**config.mk**
```make
export PLATFORM = sky130hd
export DESIGN_NAME = branch_resolve_unit
export DESIGN_NICKNAME = d
export VERILOG_FILES = /design/src/rtl/x9_branch_pkg.sv /design/src/rtl/branch_target_lut.sv /design/src/rtl/branch_resolve_unit.sv
export SDC_FILE = /design/constraint.sdc
export NUM_CORES = 1
export LEC_CHECK = 0
export CAP_MARGIN = 20
export CORE_MARGIN = 1.5
export CORE_UTILIZATION = 60
export DETAILED_ROUTE_END_ITERATION = 6
export PLACE_DENSITY_LB_ADDON = 0.2
export SYNTH_ARGS = -nofsm -noshare
export SYNTH_HDL_FRONTEND = slang
export SYNTH_SLANG_ARGS = --single-unit
```
**constraint.sdc**
```tcl
create_clock -name clk -period 2.5 [get_ports clk]
set_input_delay 0.75 -clock clk [delete_from_list [all_inputs] [get_ports clk]]
set_output_delay 0.75 -clock clk [all_outputs]
set_load 0.1 [all_outputs]
```
**src/rtl/x9_branch_pkg.sv**
```systemverilog
// Shared types for the branch resolve unit: condition encodings, FSM states
// and the width of the optional statistics counters.
package x9_branch_pkg;

  typedef enum logic [1:0] {
    BR_ALWAYS = 2'b00,
    BR_IF_SET = 2'b01,
    BR_IF_CLR = 2'b10,
    BR_RSVD   = 2'b11
  } br_cond_t;

  typedef enum logic {
    S_RUN   = 1'b0,
    S_REDIR = 1'b1
  } br_state_t;

  localparam int STATS_W = 16;

endpackage

```
**src/rtl/branch_target_lut.sv**
```systemverilog
// Branch-target register file: async read with write-first bypass,
// cleared by the asynchronous active-low reset.
module branch_target_lut
  import x9_branch_pkg::*;
#(
  parameter int A     = 8,
  parameter int LUT_W = 4
) (
  input  logic             clk,
  input  logic             reset_n,
  input  logic             we,
  input  logic [LUT_W-1:0] waddr,
  input  logic [A-1:0]     wdata,
  input  logic [LUT_W-1:0] raddr,
  output logic [A-1:0]     rdata
);

  logic [A-1:0] mem [2**LUT_W];

  always_ff @(posedge clk or negedge reset_n) begin
    if (!reset_n) begin
      for (int i = 0; i < 2**LUT_W; i++) mem[i] <= '0;
    end else if (we) begin
      mem[waddr] <= wdata;
    end
  end

  // A same-cycle write to the entry being read wins over the stored value
  assign rdata = (we && (waddr == raddr)) ? wdata : mem[raddr];

endmodule

```
**src/rtl/branch_resolve_unit.sv**
```systemverilog
// Resolves decoded branches into a registered one-cycle fetch redirect and
// squashes the sequential shadow. Optional counters under BRANCH_STATS_EN.
module branch_resolve_unit
  import x9_branch_pkg::*;
#(
  parameter int A     = 8,
  parameter int LUT_W = 4
) (
  input  logic             clk,
  input  logic             reset_n,
  input  logic             inst_valid,
  input  logic             is_br,
  input  logic [1:0]       br_cond,
  input  logic [LUT_W-1:0] br_idx,
  input  logic             flag_we,
  input  logic             flag_in,
  input  logic             lut_we,
  input  logic [LUT_W-1:0] lut_waddr,
  input  logic [A-1:0]     lut_wdata,
  input  logic             halt,
  output logic             ctrl_branch,
  output logic             take_branch,
  output logic [A-1:0]     inst_addr_in,
  output logic             squash
`ifdef BRANCH_STATS_EN
  ,
  output logic [STATS_W-1:0] taken_cnt,
  output logic [STATS_W-1:0] not_taken_cnt
`endif
);

  br_state_t    state;
  logic         flag_q;
  logic         flag_eff;
  logic         accept;
  logic         taken;
  logic [A-1:0] target;

  branch_target_lut #(.A(A), .LUT_W(LUT_W)) u_lut (
    .clk     (clk),
    .reset_n (reset_n),
    .we      (lut_we),
    .waddr   (lut_waddr),
    .wdata   (lut_wdata),
    .raddr   (br_idx),
    .rdata   (target)
  );

  assign squash   = (state == S_REDIR) && take_branch;
  assign accept   = inst_valid && is_br && !halt && !squash;
  assign flag_eff = flag_we ? flag_in : flag_q;

  always_comb begin
    taken = 1'b0;
    case (br_cond_t'(br_cond))
      BR_ALWAYS: taken = 1'b1;
      BR_IF_SET: taken = flag_eff;
      BR_IF_CLR: taken = !flag_eff;
      default:   taken = 1'b0;
    endcase
  end

  always_ff @(posedge clk or negedge reset_n) begin
    if (!reset_n) begin
      flag_q <= 1'b0;
    end else if (flag_we) begin
      flag_q <= flag_in;
    end
  end

  // Redirect FSM: an accepted branch always lands in S_REDIR for the next
  // cycle; anything else (including a squashed shadow) falls back to S_RUN.
  always_ff @(posedge clk or negedge reset_n) begin
    if (!reset_n) begin
      state        <= S_RUN;
      ctrl_branch  <= 1'b0;
      take_branch  <= 1'b0;
      inst_addr_in <= '0;
    end else if (accept) begin
      state        <= S_REDIR;
      ctrl_branch  <= 1'b1;
      take_branch  <= taken;
      inst_addr_in <= target;
    end else begin
      state        <= S_RUN;
      ctrl_branch  <= 1'b0;
      take_branch  <= 1'b0;
    end
  end

`ifdef BRANCH_STATS_EN
  function automatic logic [STATS_W-1:0] sat_inc(input logic [STATS_W-1:0] v);
    return (v == {STATS_W{1'b1}}) ? v : v + 1'b1;
  endfunction

  always_ff @(posedge clk or negedge reset_n) begin
    if (!reset_n) begin
      taken_cnt     <= '0;
      not_taken_cnt <= '0;
    end else if (accept) begin
      if (taken) taken_cnt     <= sat_inc(taken_cnt);
      else       not_taken_cnt <= sat_inc(not_taken_cnt);
    end
  end
`endif

endmodule

```
==> results of run 1 <==
==> sequential cells by signal, indices dropped and copies added, names as in the netlist <==
register / flops
u_lut.mem: 128
inst_addr_in: 8
flag_q: 1
state: 1
take_branch: 1
==> metrics by stage <==
stage / total power, uW / hold WS (ps) / util, % / std cells
after floorplan: 3971 / 444.6 / - / 466
after global placement: 4329 / 456.8 / 69.57 / 638
after global routing: 7426 / 159.5 / 76.09 / 669
after CTS: 7180 / 146.3 / 76.09 / 669
after detailed placement: 4410 / 467.8 / 69.57 / 638
final: 7143 / 145.2 / 76.09 / 669
==> worst reg2reg max path, cell delays in order (launching register included) <==
cell and delay (ps):
dfrtp_1 380, mux4_2 490, a22o_1 240, nor2_1 140
o221ai_1 170
==> final cells by class <==
class                           count  area (sq um)  area share, %
Clock buffer                       20         455.4          6.040
Clock inverter                     11         190.2          2.522
Inverter                           11         41.29         0.5476
Multi-Input combinational cell    289          2554          33.87
Sequential cell                   139          3478          46.13
Tap cell                          133         166.4          2.207
Timing Repair Buffer               66         654.4          8.679
==> cells in the mapped netlist (all sizes together) <==
library cell,count
dfrtp,139
mux2,81
nand2,60
o21ai,48
mux4,32
clkbuf,21
nor2,20
a22o,16
inv,11
o221ai,8
buf,6
nand2b,5
nand3b,4
nor2b,3
xor2,3
a211oi,1
a31o,1
and2,1
and3b,1
nand3,1
nand4,1
nor3,1
nor3b,1
xnor2,1
==> how the worst max path moves through the flow <==
stage,endpoint
3_3_place_gp,inst_addr_in[4]
5_1_grt,inst_addr_in[6]
4_1_cts,squash
3_5_place_dp,inst_addr_in[4]
2_1_floorplan,squash
6_report,inst_addr_in[6]
==> cells by family (layout without fill, tap and decap cells) <==
| family | Yosys count | in the layout | synth area share (%) |
|---|---|---|---|
| flops | 139 | 139 | 56.13 |
| mux | 113 | 113 | 26.35 |
| simple gates | 98 | 98 | 6.764 |
| compound gates | 74 | 74 | 7.531 |
| buf+inv | 38 | 108 | 2.665 |
| xor+xnor | 4 | 4 | 0.5654 |
==> power groups by stage <==
| stage | registers, uW | logic (uW) | clock network, uW |
|---|---|---|---|
| 2_1_floorplan | 3210 | 764 | 0 |
| 3_3_place_gp | 3010 | 1320 | 0 |
| 3_5_place_dp | 3040 | 1370 | 0 |
| 4_1_cts | 3020 | 1390 | 2770 |
| 5_1_grt | 3080 | 1490 | 2860 |
| 6_report | 3020 | 1380 | 2740 |
==> cells in the final DEF, fill, tap and decap left out <==
cell	instances
xor2_1	3
and3b_1	1
a211oi_1	1
nand3b_1	4
buf_6	1
o221ai_1	8
a22o_1	16
nor2_1	20
buf_4	33
nor2b_1	3
nor3_1	1
inv_1	11
a31o_2	1
and2_1	1
buf_12	8
clkinv_4	1
nand2b_1	5
clkbuf_8	4
dfrtp_1	139
o21ai_0	48
inv_6	1
clkdlybuf4s50_1	23
nand4_1	1
xnor2_1	1
buf_2	1
nor3b_1	1
nand2_1	60
clkinv_2	3
mux2_2	81
mux4_2	32
nand3_1	1
clkinvlp_4	1
bufinv_16	5
clkbuf_16	16
==> layer usage <==
layer,track usage [%],part of all wire [%]
met2,48.73,51
met5,0,0
met4,9.198,1.3
met1,38.97,42
met3,8.235,6.3
==> results.toml, run 1 <==
[timing]
period_minus_slack_ps = 2097
finalSetupViolations = 0
maxSlewViolCount = 0
finalHoldViolations = 0
relSlewSlack_pct = 51.36
timing.fmax_mhz = 477.0
setup_ws_ps = 403.4
grt_setup_unrepaired = "false"
period_share_pct = 83.86
worst_slew_pin_slew_ps = 728.0
setup_tns_ps = 0
skew_ps = 5.833

[die]
dieArea_sq_um = 10950
io_pins = 37
core_sq_um = 9910
dieHeight_um = 104.6
die-width_um = 104.6
rows = 36
start_util_pct = 62.54

[clock_network]
htreeDepth = 4
clock-sinks = 139
holdBufCountCts = 0
clk_transition_reported_paths_ps = 60
post_cts_resized = 0
postCtsSetupRepairBufs = 0
root_buffer = "clkbuf_8"
clk_path_buf_depth = 2
clk_latency_ps = 530
numCtsBuffers = 17
cts_tree = "done"

[placement]
port_buffers = 36
placed_area_sq_um = 6894
gp_congestion = 0.8775
hpwl_um = 9688
pre_cts_slack_ps = -25.88

[power]
intPower_uw = 5197
power_leakage_uw = 0.003359
p_seq_share_pct = 42.3
combPwrFrac_pct = 19.3
clkPwrFrac_pct = 38.3
ir_drop_uv = 874.9
p_sw_uw = 1946
switching_share_pct = 27.24
power.density_nw_per_um2 = 947.3

[setup_path]
start_kind = "primary input"
r2r_end = "inst_addr_in[6]"
slowest_stage = "clkdlybuf4s50_1"
crit_start = "br_idx[3]"
cp_max_fo = 33
required_ps = 2890
r2r_cells = 4
r2r_slack_ps = 930
cp_data_arrival_time_ps = 2480
cpPeakStageDelay_ps = 520
crit_family = "buffers and inverters"
r2r-start = "u_lut.mem[22]"
path_buf_inv = 2
path_cells = "clkdlybuf4s50_1 -> buf_12 -> xor2_1 -> nor3_1 -> a31o_2 -> o221ai_1"
cp.depth = 6
worstSetupPathType = "primary input to register"
endpoint_kind = "register"

[routing]
drtAntennaViolNets = 0
drt_wl_total_um = 14770
detail_route.iter0.violations = 212
wl_per_cell_um = 22.08
vias_per_cell = 6.166
detailroute.via_count = 4125
firstDrtPassIters = 5
drc = 0

[synthesis]
yosys_warnings = 0
synthesis.instances = 466
netlist_area_sq_um = 6197
synth_area_leaders = "dfrtp_1, mux2_2, mux4_2"
synth_cell_type_count = 26
synth_top_area_share_pct = 56.13
ys_ff_latch = 139
syn_avg_cell_area_sq_um = 13.30
synthesis.nets = 492
synth_top_area_cell = "dfrtp_1"
ys_seq_area_share_pct = 56.13

[grt]
grt_pass1_wl_um = 24340
grt.total_usage_pct = 29.73
overflow = 0
grt_antenna_before_repair = 0
grt_pass1_vias = 4478
grt_max_degree = 51

[job]
maxCapViolCount = 0

[layout]
antennaDiodeCount = 0
syn_to_final_growth_pct = 21.66
fin_area_sq_um = 7540
drive_above_1_share_pct = 35.07
n_fill_cell = 604
nets = 550

[min_path]
min_path_type = "primary input to asynchronous set/reset pin"

[outcome]
status = "completed"
Power figures use the tool's default switching activity.
==> inputs of run 2 (changes only) <==
- CORE_UTILIZATION: 60 -> 53
- clock period: 2.5 -> 1.8 ns (I/O delays scaled with it)
==> run 2 against run 1 <==
Effect of this change:
- via count grew 0.82%
- total power is 32% higher
- utilization decreased by 7.9 points
- critical endpoint is now squash
- highest routed layer unchanged
==> results.toml, run 2 (same netlist as run 1, synthesis figures left out) <==
[outcome]
status = "completed"

[timing]
skew_ps = 10.72
period_minus_slack_ps = 1750
worst_slew_pin_slew_ps = 433.1
maxSlewViolCount = 0
finalHoldViolations = 0
grt_setup_unrepaired = "false"
period_share_pct = 97.24
timing.fmax_mhz = 571.3
relSlewSlack_pct = 71.13
finalSetupViolations = 0
setup_tns_ps = 0

[power]
ir_drop_uv = 979.1
clkPwrFrac_pct = 33.1
p_seq_share_pct = 44.7
power.density_nw_per_um2 = 1211
total_power_uw = 9430
p_sw_uw = 2621
switching_share_pct = 27.79
power_leakage_uw = 0.003461
combPwrFrac_pct = 22.2
intPower_uw = 6809

[clock_network]
htreeDepth = 4
clk_path_buf_depth = 2
cts_tree = "done"
root_buffer = "clkbuf_16"
clk_latency_ps = 420
clk_transition_reported_paths_ps = 60
numCtsBuffers = 17
clock-sinks = 139

[setup_path]
r2r_end = "inst_addr_in[0]"
cp_max_fo = 2
r2r_slack_ps = 290
cp_data_arrival_time_ps = 1210
required_ps = 1260
start_kind = "register"
crit_start = "state"
endpoint_kind = "primary output"
r2r-start = "u_lut.mem[16]"
r2r_cells = 4
worstSetupPathType = "register to primary output"
crit_end = "squash"

[grt]
grt_max_degree = 41
grt_busiest_layer = "met2"
grt.total_usage_pct = 27.32
grt_pass1_wl_um = 25270
grt_antenna_before_repair = 0
globalRouteMet2Util_pct = 41.85
grt_util_met1_pct = 36.19
grt_pass1_vias = 4498
overflow = 0
grt_use_met3_pct = 10.11

[die]
dieHeight_um = 111.1
io_pins = 37
core_sq_um = 11420
start_util_pct = 54.27
dieArea_sq_um = 12350
die-width_um = 111.1
rows = 39

[min_path]
min_path_type = "primary input to asynchronous set/reset pin"

[routing]
detailroute.via_count = 4159
detail_route.iter0.violations = 319
drc = 0
wl_per_cell_um = 22.10
vias_per_cell = 6.028
drtAntennaViolNets = 0
firstDrtPassIters = 4
drt_wl_total_um = 15250

[placement]
port_buffers = 36
gp_congestion = 0.8621
hpwl_um = 10400

[layout]
reg_top3 = "u_lut.mem (128), inst_addr_in (8)"
antennaDiodeCount = 0
final_common_cell = "dfrtp_1"
syn_to_final_growth_pct = 25.68
layout_common_cells = "dfrtp_1, mux2_2, nand2_1"
largest-register = "u_lut.mem"
largest_reg_flops = 128
nets = 565
n_fill_cell = 806
drive_above_1_share_pct = 37.66

[job]
maxCapViolCount = 0
==> run 2: cell types whose count changed in the layout (fill, tap and decap cells not counted), sizes merged <==
| cell | change |
|---|---|
| buf | +14 |
| bufinv | -4 |
| clkdlybuf4s50 | -5 |
| inv | -2 |
| dlygate4sd2 | +3 |
| bufbuf | +1 |
| dlymetal6s2s | +2 |
| clkbuf | +3 |
| clkinv | -1 |
==> run 2: worst min-delay path by stage <==
stage	from	end	slack, ps	cells past startpoint
after CTS	reset_n	u_lut.mem[95]	50	1
after floorplan	reset_n	flag_q	240	0
final	reset_n	u_lut.mem[61]	40	1
after global routing	reset_n	u_lut.mem[53]	60	1
after global placement	u_lut.mem[123]	u_lut.mem[123]	460	2
after detailed placement	u_lut.mem[56]	u_lut.mem[56]	470	2
==> run 2: routing by layer <==
| metal | share of wire (%) | vias up | wire [um] |
|---|---|---|---|
| met5 | 0 | - | 0 |
| met3 | 8.8 | 30 | 1348 |
| li1 | - | 1834 | - |
| met1 | 42 | 2140 | 6366 |
| met4 | 1.9 | 0 | 294 |
| met2 | 47 | 155 | 7243 |
==> run 2: worst max-delay path, stage by stage (launching register included) <==
cell and delay [ps]:
dfrtp_2 420, nand2_2 100, clkinvlp_4 100, buf_12 170
==> run 2: final cells by class <==
type	count	area, sq um	share of cell area [%]
flip-flops and latches	139	3481	44.69
multi-input cells	289	2579	33.11
repair buffers	81	992.2	12.74
clock buffers	23	467.9	6.008
well taps	143	178.9	2.297
clock inverters	4	45.04	0.5783
inverters	11	45.04	0.5783
==> run 2: power by group through the flow <==
stage / Combinational [uW] / Sequential (uW) / Clock, uW
finish: 2090 / 4220 / 3120
global route: 2260 / 4300 / 3290
CTS: 2100 / 4210 / 3150
detailed placement: 2080 / 4260 / 0
global placement: 2020 / 4210 / 0
floorplan: 1070 / 4450 / 0
==> run 2: metrics by stage <==
step / setup slack (ps) / hold WS, ps / utilization (%) / instances / cell area (sq um)
2_1_floorplan: -13.32 / 244.4 / - / 466 / 6247
3_3_place_gp: -534.3 / 457.0 / 62.97 / 660 / 7191
3_5_place_dp: -522.6 / 468.3 / 62.97 / 660 / 7191
4_1_cts: 1.182 / 49.92 / 68.04 / 690 / 7769
5_1_grt: 2.209 / 60.16 / 68.21 / 690 / 7789
6_report: 49.76 / 35.32 / 68.21 / 690 / 7789
==> run 2: what timing repair did <==
item	in CTS	in global routing
setup buffers	2	0
pin swaps	3	1
gates resized for setup	9	7
setup endpoints to repair	71	94
hold buffers	0	0
gates cloned	1	0
==> RTL edit (flow settings as in run 2) <==
`A` is set to 8 in 2 places; all go to 4.
--- a/src/rtl/branch_target_lut.sv
+++ b/src/rtl/branch_target_lut.sv
@@ -3,7 +3,7 @@
 module branch_target_lut
   import x9_branch_pkg::*;
 #(
-  parameter int A     = 8,
+  parameter int A     = 4,
   parameter int LUT_W = 4
 ) (
   input  logic             clk,
--- a/src/rtl/branch_resolve_unit.sv
+++ b/src/rtl/branch_resolve_unit.sv
@@ -3,7 +3,7 @@
 module branch_resolve_unit
   import x9_branch_pkg::*;
 #(
-  parameter int A     = 8,
+  parameter int A     = 4,
   parameter int LUT_W = 4
 ) (
   input  logic             clk,
Ports: changed (resized inst_addr_in and lut_wdata); port bits go from 37 to 29. No check against the original RTL was run, so the function may have changed too.
==> RTL edit against run 2 <==
- routed wire length is 54% lower
- sequential cell count is 68 lower
- setup slack worse by 0.0048 ns
- power is 50% lower
- sequential power is 49% lower
- core utilization is 3.4 points higher
- maximum frequency is 0.27% lower
- non-clock buffer count is 21 lower
- design area is 44% lower
- area after synthesis is 45% lower
- largest cell class unchanged
==> RTL edit: results (changes against run 2) <==
## Clocking
- Worst-path clk slew: 0.08 ns, +0.02 ns
- total CTS buffers: 9, -8
- clock latency on the worst-skew pair: 0.36 ns, -0.06 ns
- maximum number of buffers from clock root to sink: 2, unchanged
- clock root buffer master: clkbuf_8
- H-tree lvl count: 3, -1

## Finish
- # nets final: 314, -44%
- # fillers: 393, -51%
- registers with the most flip-flops: u_lut.mem (64), inst_addr_in (4)
- fraction of final layout cells sized beyond drive strength 1: 44.44%, +6.8 points
- number of antenna repair diodes: 0, unchanged

## GRT
- pin count of the biggest net entering global routing: 30, -27%
- antenna violations before repair: 0, unchanged
- GR Util All Layers: 22.51%, -4.8 points
- met3 routing resource usage after global routing: 7.555%, -2.6 points
- global-route track usage on met2: 36.51%, -5.3 points
- met1 track demand over resource in global routing: 28.67%, -7.5 points
- number of global-route vias before repair: 2312, -49%
- wire length of the first global-routing pass: 11760 um, -53%

## Setup path
- r2r startpoint: state
- cell with the largest stage delay on the worst path: clkdlybuf4s50_1
- WP data arrival: 2.00 ns, +0.79 ns
- Worst setup startpoint: lut_waddr[1]
- cell family with the largest share of critical-path delay: buffers and inverters
- worst stage delay on the critical path: 0.55 ns, +0.13 ns
- largest driver fanout on the critical path: 7, +5

## Drt
- Initial DRT Pass Iterations: 4, unchanged
- wire length on met3: 316 um, -77%
- via density per instance: 5.790, -3.9%
- wire length on met2: 3503 um, -52%
- DRT met1 WL: 3157 um, -50%
- drt first-iter violations: 119, -63%
- routed len/inst: 19.05 um, -14%

## Placement
- half-perimeter wire length of the detailed placement result: 4921 um, -53%
- count of buffers from port buffering: 28, -22%
- placer's final routability congestion estimate: 0.8718, +1.1%
- dpl ws: -0.5512 ns, -0.02864 ns

## Yosys
- top_reg_cell synth: dfrtp_1
- share of flip-flops with an asynchronous set or reset after synthesis: 100.0%, unchanged
- number of distinct library cells after synthesis: 31, +19%
- Yosys Warn Count: 0, unchanged
- syn_nets: 254, -48%
- synth cell count leaders: 71 x dfrtp_1, 65 x mux2_2, 12 x mux4_1, 12 x nor2_1
- Synth area leaders: dfrtp_1 52%, mux2_2 22%, mux4_1 9.3%
- share of the yosys chip area belonging to registers: 52.26%, -3.9 points

## Timing
- Final Skew: 0.009639 ns, -0.001078 ns
- Worst Tran Pin Value: 0.4921 ns, +0.05898 ns

## Status
- status: finished clean

## Power
- worst-case vdd ir drop: 0.8680 mV, -11%
- leakage power summed over all cells: 1.935 nW, -44%

## Hold path
- worst hold-check path type: in2async

==> RTL edit: logic make-up (layout without fill, tap and decap cells) <==
| group | Yosys count | after routing | synth area share, % |
|---|---|---|---|
| multiplexers | 81 | 81 | 33.46 |
| flip-flops | 71 | 71 | 52.26 |
| AND/OR/NAND/NOR | 45 | 45 | 7.029 |
| AO/OA/AOI/OAI | 18 | 18 | 3.975 |
| buffers and inverters | 13 | 78 | 2.245 |
| XOR/XNOR | 4 | 4 | 1.031 |
==> RTL edit: stage by stage <==
step	hold WS (ns)	instance area (sq um)	instances	total power, W	util [%]
after floorplan	0.2444	3415	232	0.002887	-
after global placement	0.4808	4043	353	0.003270	66.70
after detailed placement	0.4855	4043	353	0.003318	66.70
after CTS	0.1325	4320	371	0.004758	71.28
after global routing	0.1483	4342	372	0.004943	71.64
final	0.1320	4342	372	0.004714	71.64
==> RTL edit: power breakdown <==
part	internal (W)	switching, W
Clock	0.000818	0.000597
Sequential	0.00196	0.000197
Combinational	0.000647	0.000498
==> RTL edit: repair_timing <==
item	in CTS	in global routing
setup endpoints to repair	5	40
gates resized for setup	4	7
buffers inserted	1	1
gates cloned	1	0
==> RTL edit: layout make-up <==
cell class	count	area (sq um)	share of cell area, %
clock inverter	5	81.33	1.873
multi-input combinational	148	1558	35.88
inverter	2	7.507	0.1729
clock buffer	11	141.4	3.256
sequential	71	1782	41.04
timing repair buffer	60	678.2	15.62
tap	75	93.84	2.161
==> RTL edit: final timing paths <==
kind,to,cells past startpoint,slack (ns)
max in group asynchronous,u_lut.mem[33],2,1.15
setup reg to reg,inst_addr_in[1],5,0.34
setup / recovery,u_lut.mem[8],5,0.04
hold / removal,u_lut.mem[54],1,0.13
min in group clk,u_lut.mem[44],1,0.50
hold reg to reg,u_lut.mem[44],1,0.50
